==> src/rtl/data_bus_arbiter.sv <==
// -----------------------------------------------------------------------------
// data_bus_arbiter
//
// Purpose:
//   Shares the single data port of miriscv_ram between two masters.
//   Master 0 is the core data interface. Master 1 is a secondary requester,
//   such as a program loader or DMA engine.
//   A request is granted in the cycle it is presented. The synchronous RAM
//   returns its response one cycle after the grant. Grants may be issued
//   back-to-back on every cycle.
//
// Parameters:
//   FIXED_PRIO : 0 = conflicts are resolved round-robin.
//                1 = master 0 wins conflicts, subject to the anti-starvation
//                    counter.
//   MAX_WAIT   : in fixed-priority mode, the number of consecutive cycles
//                master 1 may be denied before it is force-granted (1..255).
//
// Ports:
//   clk_i, rst_n_i             clock, asynchronous active-low reset
//   mX_req_i / mX_we_i         master X request and write enable
//   mX_be_i / mX_addr_i        master X byte enables and address
//   mX_wdata_i                 master X write data
//   mX_gnt_o                   master X granted this cycle
//   mX_rvalid_o / mX_rdata_o   master X response valid and read data
//                              (one cycle after the grant)
//   s_req_o .. s_wdata_o       request towards the slave RAM (zero when idle)
//   s_rdata_i                  slave read data, valid one cycle after s_req_o
//
// Handshake:
//   A master raises req with a stable payload and holds both until it sees
//   gnt in the same cycle. req && gnt is a completed transfer. Every completed
//   transfer, read or write, produces exactly one rvalid pulse on the next
//   cycle. A master may withdraw req before it is granted. Nothing is issued
//   to the slave in that case.
// -----------------------------------------------------------------------------
module data_bus_arbiter #(
    parameter int FIXED_PRIO = 0,
    parameter int MAX_WAIT   = 8
) (
    input  logic        clk_i,
    input  logic        rst_n_i,

    input  logic        m0_req_i,
    input  logic        m0_we_i,
    input  logic [3:0]  m0_be_i,
    input  logic [31:0] m0_addr_i,
    input  logic [31:0] m0_wdata_i,
    output logic        m0_gnt_o,
    output logic        m0_rvalid_o,
    output logic [31:0] m0_rdata_o,

    input  logic        m1_req_i,
    input  logic        m1_we_i,
    input  logic [3:0]  m1_be_i,
    input  logic [31:0] m1_addr_i,
    input  logic [31:0] m1_wdata_i,
    output logic        m1_gnt_o,
    output logic        m1_rvalid_o,
    output logic [31:0] m1_rdata_o,

    output logic        s_req_o,
    output logic        s_we_o,
    output logic [3:0]  s_be_o,
    output logic [31:0] s_addr_o,
    output logic [31:0] s_wdata_o,
    input  logic [31:0] s_rdata_i
);

    // The counter is 8 bits wide, so MAX_WAIT is limited to 1..255.
    localparam logic [7:0] MAX_WAIT_C = 8'(MAX_WAIT);

    // -------------------------------------------------------------------------
    // Registered arbitration / response state
    // -------------------------------------------------------------------------
    logic       resp_pend;    // a granted access is being answered this cycle
    logic       resp_owner;   // which master that answer belongs to
    logic       last_owner;   // master granted most recently
    logic [7:0] wait_cnt;     // consecutive cycles master 1 has been denied

    logic       resp_pend_nxt;
    logic       resp_owner_nxt;
    logic       last_owner_nxt;
    logic [7:0] wait_cnt_nxt;

    // -------------------------------------------------------------------------
    // Grant selection
    // -------------------------------------------------------------------------
    logic conflict;
    logic starved;
    logic pick_m1;
    logic gnt0;
    logic gnt1;

    always_comb begin
        conflict = m0_req_i & m1_req_i;
        starved  = (wait_cnt == MAX_WAIT_C);
        pick_m1  = 1'b0;

        if (conflict) begin
            if (FIXED_PRIO != 0) begin
                // Master 0 wins unless master 1 has waited its full budget.
                pick_m1 = starved;
            end else begin
                // Alternate: the master that did not win last time gets it.
                pick_m1 = ~last_owner;
            end
        end else begin
            pick_m1 = m1_req_i;
        end

        gnt1 = pick_m1;
        gnt0 = m0_req_i & ~pick_m1;
    end

    assign m0_gnt_o = gnt0;
    assign m1_gnt_o = gnt1;

    // -------------------------------------------------------------------------
    // Slave request mux. Idle outputs are forced to zero, not left floating.
    // -------------------------------------------------------------------------
    always_comb begin
        s_req_o   = gnt0 | gnt1;
        s_we_o    = 1'b0;
        s_be_o    = 4'b0000;
        s_addr_o  = 32'h0000_0000;
        s_wdata_o = 32'h0000_0000;

        if (gnt0) begin
            s_we_o    = m0_we_i;
            s_be_o    = m0_be_i;
            s_addr_o  = m0_addr_i;
            s_wdata_o = m0_wdata_i;
        end else if (gnt1) begin
            s_we_o    = m1_we_i;
            s_be_o    = m1_be_i;
            s_addr_o  = m1_addr_i;
            s_wdata_o = m1_wdata_i;
        end
    end

    // -------------------------------------------------------------------------
    // Next-state logic
    // -------------------------------------------------------------------------
    always_comb begin
        resp_pend_nxt  = 1'b0;
        resp_owner_nxt = resp_owner;
        last_owner_nxt = last_owner;
        wait_cnt_nxt   = wait_cnt;

        if (gnt0 | gnt1) begin
            resp_pend_nxt  = 1'b1;
            resp_owner_nxt = gnt1;
            last_owner_nxt = gnt1;
        end

        // The counter measures an unbroken run of denials. Any gap in
        // master 1's request, or a grant to master 1, starts the run again.
        if (!m1_req_i || gnt1) begin
            wait_cnt_nxt = 8'd0;
        end else if (wait_cnt < MAX_WAIT_C) begin
            wait_cnt_nxt = wait_cnt + 8'd1;
        end
    end

    always_ff @(posedge clk_i or negedge rst_n_i) begin
        if (!rst_n_i) begin
            resp_pend  <= 1'b0;
            resp_owner <= 1'b0;
            last_owner <= 1'b1;   // so master 0 wins the first conflict
            wait_cnt   <= 8'd0;
        end else begin
            resp_pend  <= resp_pend_nxt;
            resp_owner <= resp_owner_nxt;
            last_owner <= last_owner_nxt;
            wait_cnt   <= wait_cnt_nxt;
        end
    end

    // -------------------------------------------------------------------------
    // Response routing. Read data reaches only the owning master. The other
    // master sees zero, so the data is never left floating.
    // -------------------------------------------------------------------------
    always_comb begin
        m0_rvalid_o = resp_pend & ~resp_owner;
        m1_rvalid_o = resp_pend &  resp_owner;
        m0_rdata_o  = m0_rvalid_o ? s_rdata_i : 32'h0000_0000;
        m1_rdata_o  = m1_rvalid_o ? s_rdata_i : 32'h0000_0000;
    end

endmodule

==> config.mk <==
export PLATFORM = sky130hd
export DESIGN_NAME = data_bus_arbiter
export DESIGN_NICKNAME = d
export VERILOG_FILES = /design/src/rtl/data_bus_arbiter.sv
export SDC_FILE = /design/constraint.sdc
export NUM_CORES = 1
export LEC_CHECK = 0
export CAP_MARGIN = 10
export CELL_PAD_IN_SITES_DETAIL_PLACEMENT = 1
export CELL_PAD_IN_SITES_GLOBAL_PLACEMENT = 1
export CORE_MARGIN = 3
export CORE_UTILIZATION = 10
export DETAILED_ROUTE_END_ITERATION = 16
export PLACE_DENSITY = 0.88
export SLEW_MARGIN = 20
export SYNTH_ARGS = -nofsm -noshare
export SYNTH_HDL_FRONTEND = slang
export SYNTH_SLANG_ARGS = --single-unit
export TNS_END_PERCENT = 100
==> constraint.sdc <==
create_clock -name clk_i -period 1.7 [get_ports clk_i]
set_input_delay 0.34 -clock clk_i [delete_from_list [all_inputs] [get_ports clk_i]]
set_output_delay 0.34 -clock clk_i [all_outputs]
set_load 0.03 [all_outputs]
After elaboration in Yosys (flattened, before gate mapping)
Index checks and enable logic that the tools add are counted.
{"block": "totals", "word_cells": 23, "regBits": 3, "inputBits": 174}
{"block": "op_classes", "bitwise_logic": 8, "n_mux": 12}
{"operator": "two-way mux 32 bit", "n": 6}
{"operator": "two-way mux 4 bit", "n": 2}
{"operator": "bitwise AND 1 bit", "n": 4}
{"operator": "two-way mux 1 bit", "n": 4}
{"operator": "NOT 1 bit", "n": 3}
{"operator": "OR 1 bit", "n": 1}

Longest topological paths before layout
{"block": "depth", "word_depth": 6, "mapped_depth": 4, "depth_no_buf": 2}

Worst setup path before layout
OpenSTA, ideal clock, no wires.
{"block": "synth_path", "path_kind": "reg2out", "from": "reg last_owner", "to": "out s_addr_o[0]", "path_buffers": 2, "t_arrival_ns": 1.262, "path_stages_with_launch": 5, "required_ns": 1.360, "slack_ns": 0.098, "cell_sequence": "dfstp_2 -> nand2b_1 -> buf_4 -> buf_6 -> a32o_1"}
{"block": "synth_between", "elab_chain_cells": 5}
{"item": "start, declared", "line": "78", "text": "logic last_owner;"}
{"item": "start signal, assigned", "line": "175", "text": "last_owner <= last_owner_nxt;"}
{"item": "NOT 1 bit *", "line": "106", "text": "pick_m1 = ~last_owner;"}
{"item": "two-way mux 1 bit *", "line": "100", "text": "if (conflict) begin"}
{"item": "NOT 1 bit", "line": "113", "text": "gnt0 = m0_req_i & ~pick_m1;"}
{"item": "bitwise AND 1 bit", "line": "113"}
{"item": "two-way mux 32 bit *", "line": "129", "text": "if (gnt0) begin"}
{"item": "end, declared", "line": "65", "text": "output logic [31:0] s_addr_o,"}
Mark *: on every way between the ends. The rest lies on a longest branch, timed or not.

Worst setup path in the final report
{"block": "layout_path", "from": "reg last_owner", "to": "out s_addr_o[11]"}
Same word-level chain as after synthesis.

==> out/results.ini <==
[outcome]
status=complete, but fails checks
failed_checks=setup timing

[worst_setup_path]
cp_slowest_stage_delay_ns=0.54
critPathRequiredTime_ns=1.36
crit_slowest_cell=dfstp_2
crit_fanout=14
path_common_cell=buf_6
criticalPathCategory=register to primary output
end_kind=primary output
worst_ep_arrival_time_ns=1.61
crit_chain=buf_6 -> a21boi_4 -> buf_12 -> buf_16 -> a32o_2 -> buf_6
start_kind=register

[timing]
finalCriticalPeriod_ns=1.95
rsz0062_at_grt=yes
setup_viol=71
fin_ws_ns=-0.254
tightestPinTransition_ns=0.262
whs_ns=0.310
timing.fmax_mhz=512
fin_crit_sh_pct=115
fin_skew_ns=0.000803
slew_headroom_pct=82.5
finalHoldViolations=0
slew_viol_final=0

[synth]
synthSimpleGateAreaFrac_pct=30.7
yosys_warnings=0
synth_seq_area_share_pct=5.35
yosysTopAreaCell=a32o_1
ys_ff_latch=3
synth_mux_area_share_pct=0
syn-num-nets=352
netlist_area_sq_um=1430
synthFlopType=dfrtp_1
synth.avg_cell_area_sq_um=8.01
synth_top_family_by_area=compound AO/OA/AOI/OAI gates
synth.top_cell.area_share_pct=48.4
synth_area_leaders=a32o_1, and2_1, and3_1
async_reset_ff_share_pct=100
synth_xor_area_share_pct=0
synth_edf_count=0
synth_compound_area_share_pct=50.1
syn_inst=178
synthAdderAreaFrac_pct=0
ys_types=17

[cts]
clk_latency_ns=0.23
ctsHoldBuffers=0
path_clk_slew_ns=0.03
cts_inserted_buffers=3
cts_root_buffer=clkbuf_16
htreeDepth=1
cts_num_sinks=3
cts_buffer_depth=2
cts_tree=yes

[detailed_routing]
via_per_inst=4.54
post-route-drc-count=0
wl_per_cell_um=19.0
drtIter0Drc=66
routed_wl_um=12600
firstDrtPassIters=4
num_vias=3006
final_antenna_net_count=0

[power_and_ir_drop]
ir_drop_mv=0.348
leakage_nw=2.23
pwr_density_cell_nw_per_um2=562

[floorplan]
io_pins=312
fp.dieW_um=125
core_sq_um=13900
chipHeight_um=125
start_util_pct=10.2
num_rows=43
dieArea_sq_um=15700

[finish]
final_layout_size_suffix_gt1_share_pct=39.0
antenna_cells=0
nNetsFinal=657
area_growth_pct=245

[grt]
track_usage_pct=14.0
grt_pass1_wl_um=18000
grt_pass1_vias=3321
antenna_found_initial=0
grt-ovfl-total=0
grt_max_degree=58

[place]
pre_cts_slack_ns=-0.408
io_buffers=311
dp_hpwl_um=9480
routabilityCongestion=0.867

[run]
maxCapViolCount=0

[min_path]
hp-class=input pin to async pin

-- path summary, 6_finish.rpt --
path | from | to | slack [ns] | cells past startpoint
worst max-delay path | last_owner | s_addr_o[11] | -0.25 | 6
worst max register to register | last_owner | resp_owner | 0.55 | 4
max in group asynchronous | rst_n_i | last_owner | 1.16 | 1
worst min register to register | last_owner | last_owner | 0.65 | 3
worst min-delay path | rst_n_i | resp_owner | 0.31 | 1
min in group clk_i | last_owner | last_owner | 0.65 | 3
-- cells in the final DEF, fill, tap and decap left out, types with 2 or more instances in the layout --
cell / synthesis / layout
clkdlybuf4s50_1: 0 / 171
buf_4: 1 / 98
a32o_1: 69 / 50
buf_6: 7 / 40
and2_1: 34 / 33
and3_1: 32 / 32
a32o_2: 0 / 19
buf_12: 0 / 16
clkbuf_16: 0 / 4
buf_16: 0 / 2
buf_8: 0 / 2
dfrtp_1: 2 / 2
-- registers in the layout (all words and copies together) (netlist names) --
| name | count |
|---|---|
| resp_owner | 1 |
| last_owner | 1 |
| resp_pend | 1 |
-- cell type report --
class	instances	area, sq um
sequential	3	76.3
inverter	1	3.75
fill	1583	9020
timing repair buffer	332	3340
clock buffer	4	78.8
multi-input combinational	142	1190
tap	180	225
-- synthesized netlist by cell type (all sizes together) (2+ instances only) --
cell and count:
a32o 69, clkbuf 10, and3 32, and2 34, buf 22, dfrtp 2
-- metal layers --
layer	vias up	GRT usage, %	share of wire [%]
li1	1355	-	-
met1	1432	14.8	36
met2	201	27.7	55
met3	18	3.08	7.6
met4	0	3.32	2.0
met5	-	0	0
-- repair_timing --
item / CTS / global route
pin swaps: 1 / 1
setup endpoints to repair: 72 / 78
buffers inserted: 2 / 1
resized for setup: 54 / 13
gates cloned: 2 / 1
-- kinds of logic (layout without fill, tap and decap cells) --
group / after synthesis / in the layout
AOI/OAI and AO/OA: 72 / 72
and+or+nand+nor: 70 / 70
buffers and inverters: 33 / 337
DFF: 3 / 3
-- critical path: cells and delay by family, from the launching register on --
family / cells / cell delay [ns]
DFF: 1 / 0.54
buffers and inverters: 4 / 0.54
AOI/OAI and AO/OA: 2 / 0.30
-- where the power goes --
part | internal [W] | total (W) | leakage (nW) | switching [W]
clock network | 0.000310 | 0.000380 | 0.0382 | 0.0000701
logic | 0.00114 | 0.00229 | 2.16 | 0.00115
registers | 0.0000823 | 0.0000892 | 0.0323 | 0.00000688
total | 0.00153 | 0.00276 | 2.23 | 0.00123
-- through the flow --
step	total power, W	utilization (%)	setup TNS (ns)	instances	area (sq um)
final	0.00276	35.3	-15.16	662	4910
after global routing	0.00289	35.3	-20.51	662	4910
after CTS	0.00274	34.9	-15.31	660	4860
after detailed placement	0.00221	32.5	-24.77	652	4530
after global placement	0.00216	32.5	-21.46	652	4530
after floorplan	0.00116	-	0	178	1430
Note: power is estimated with default switching activity, not from simulation.
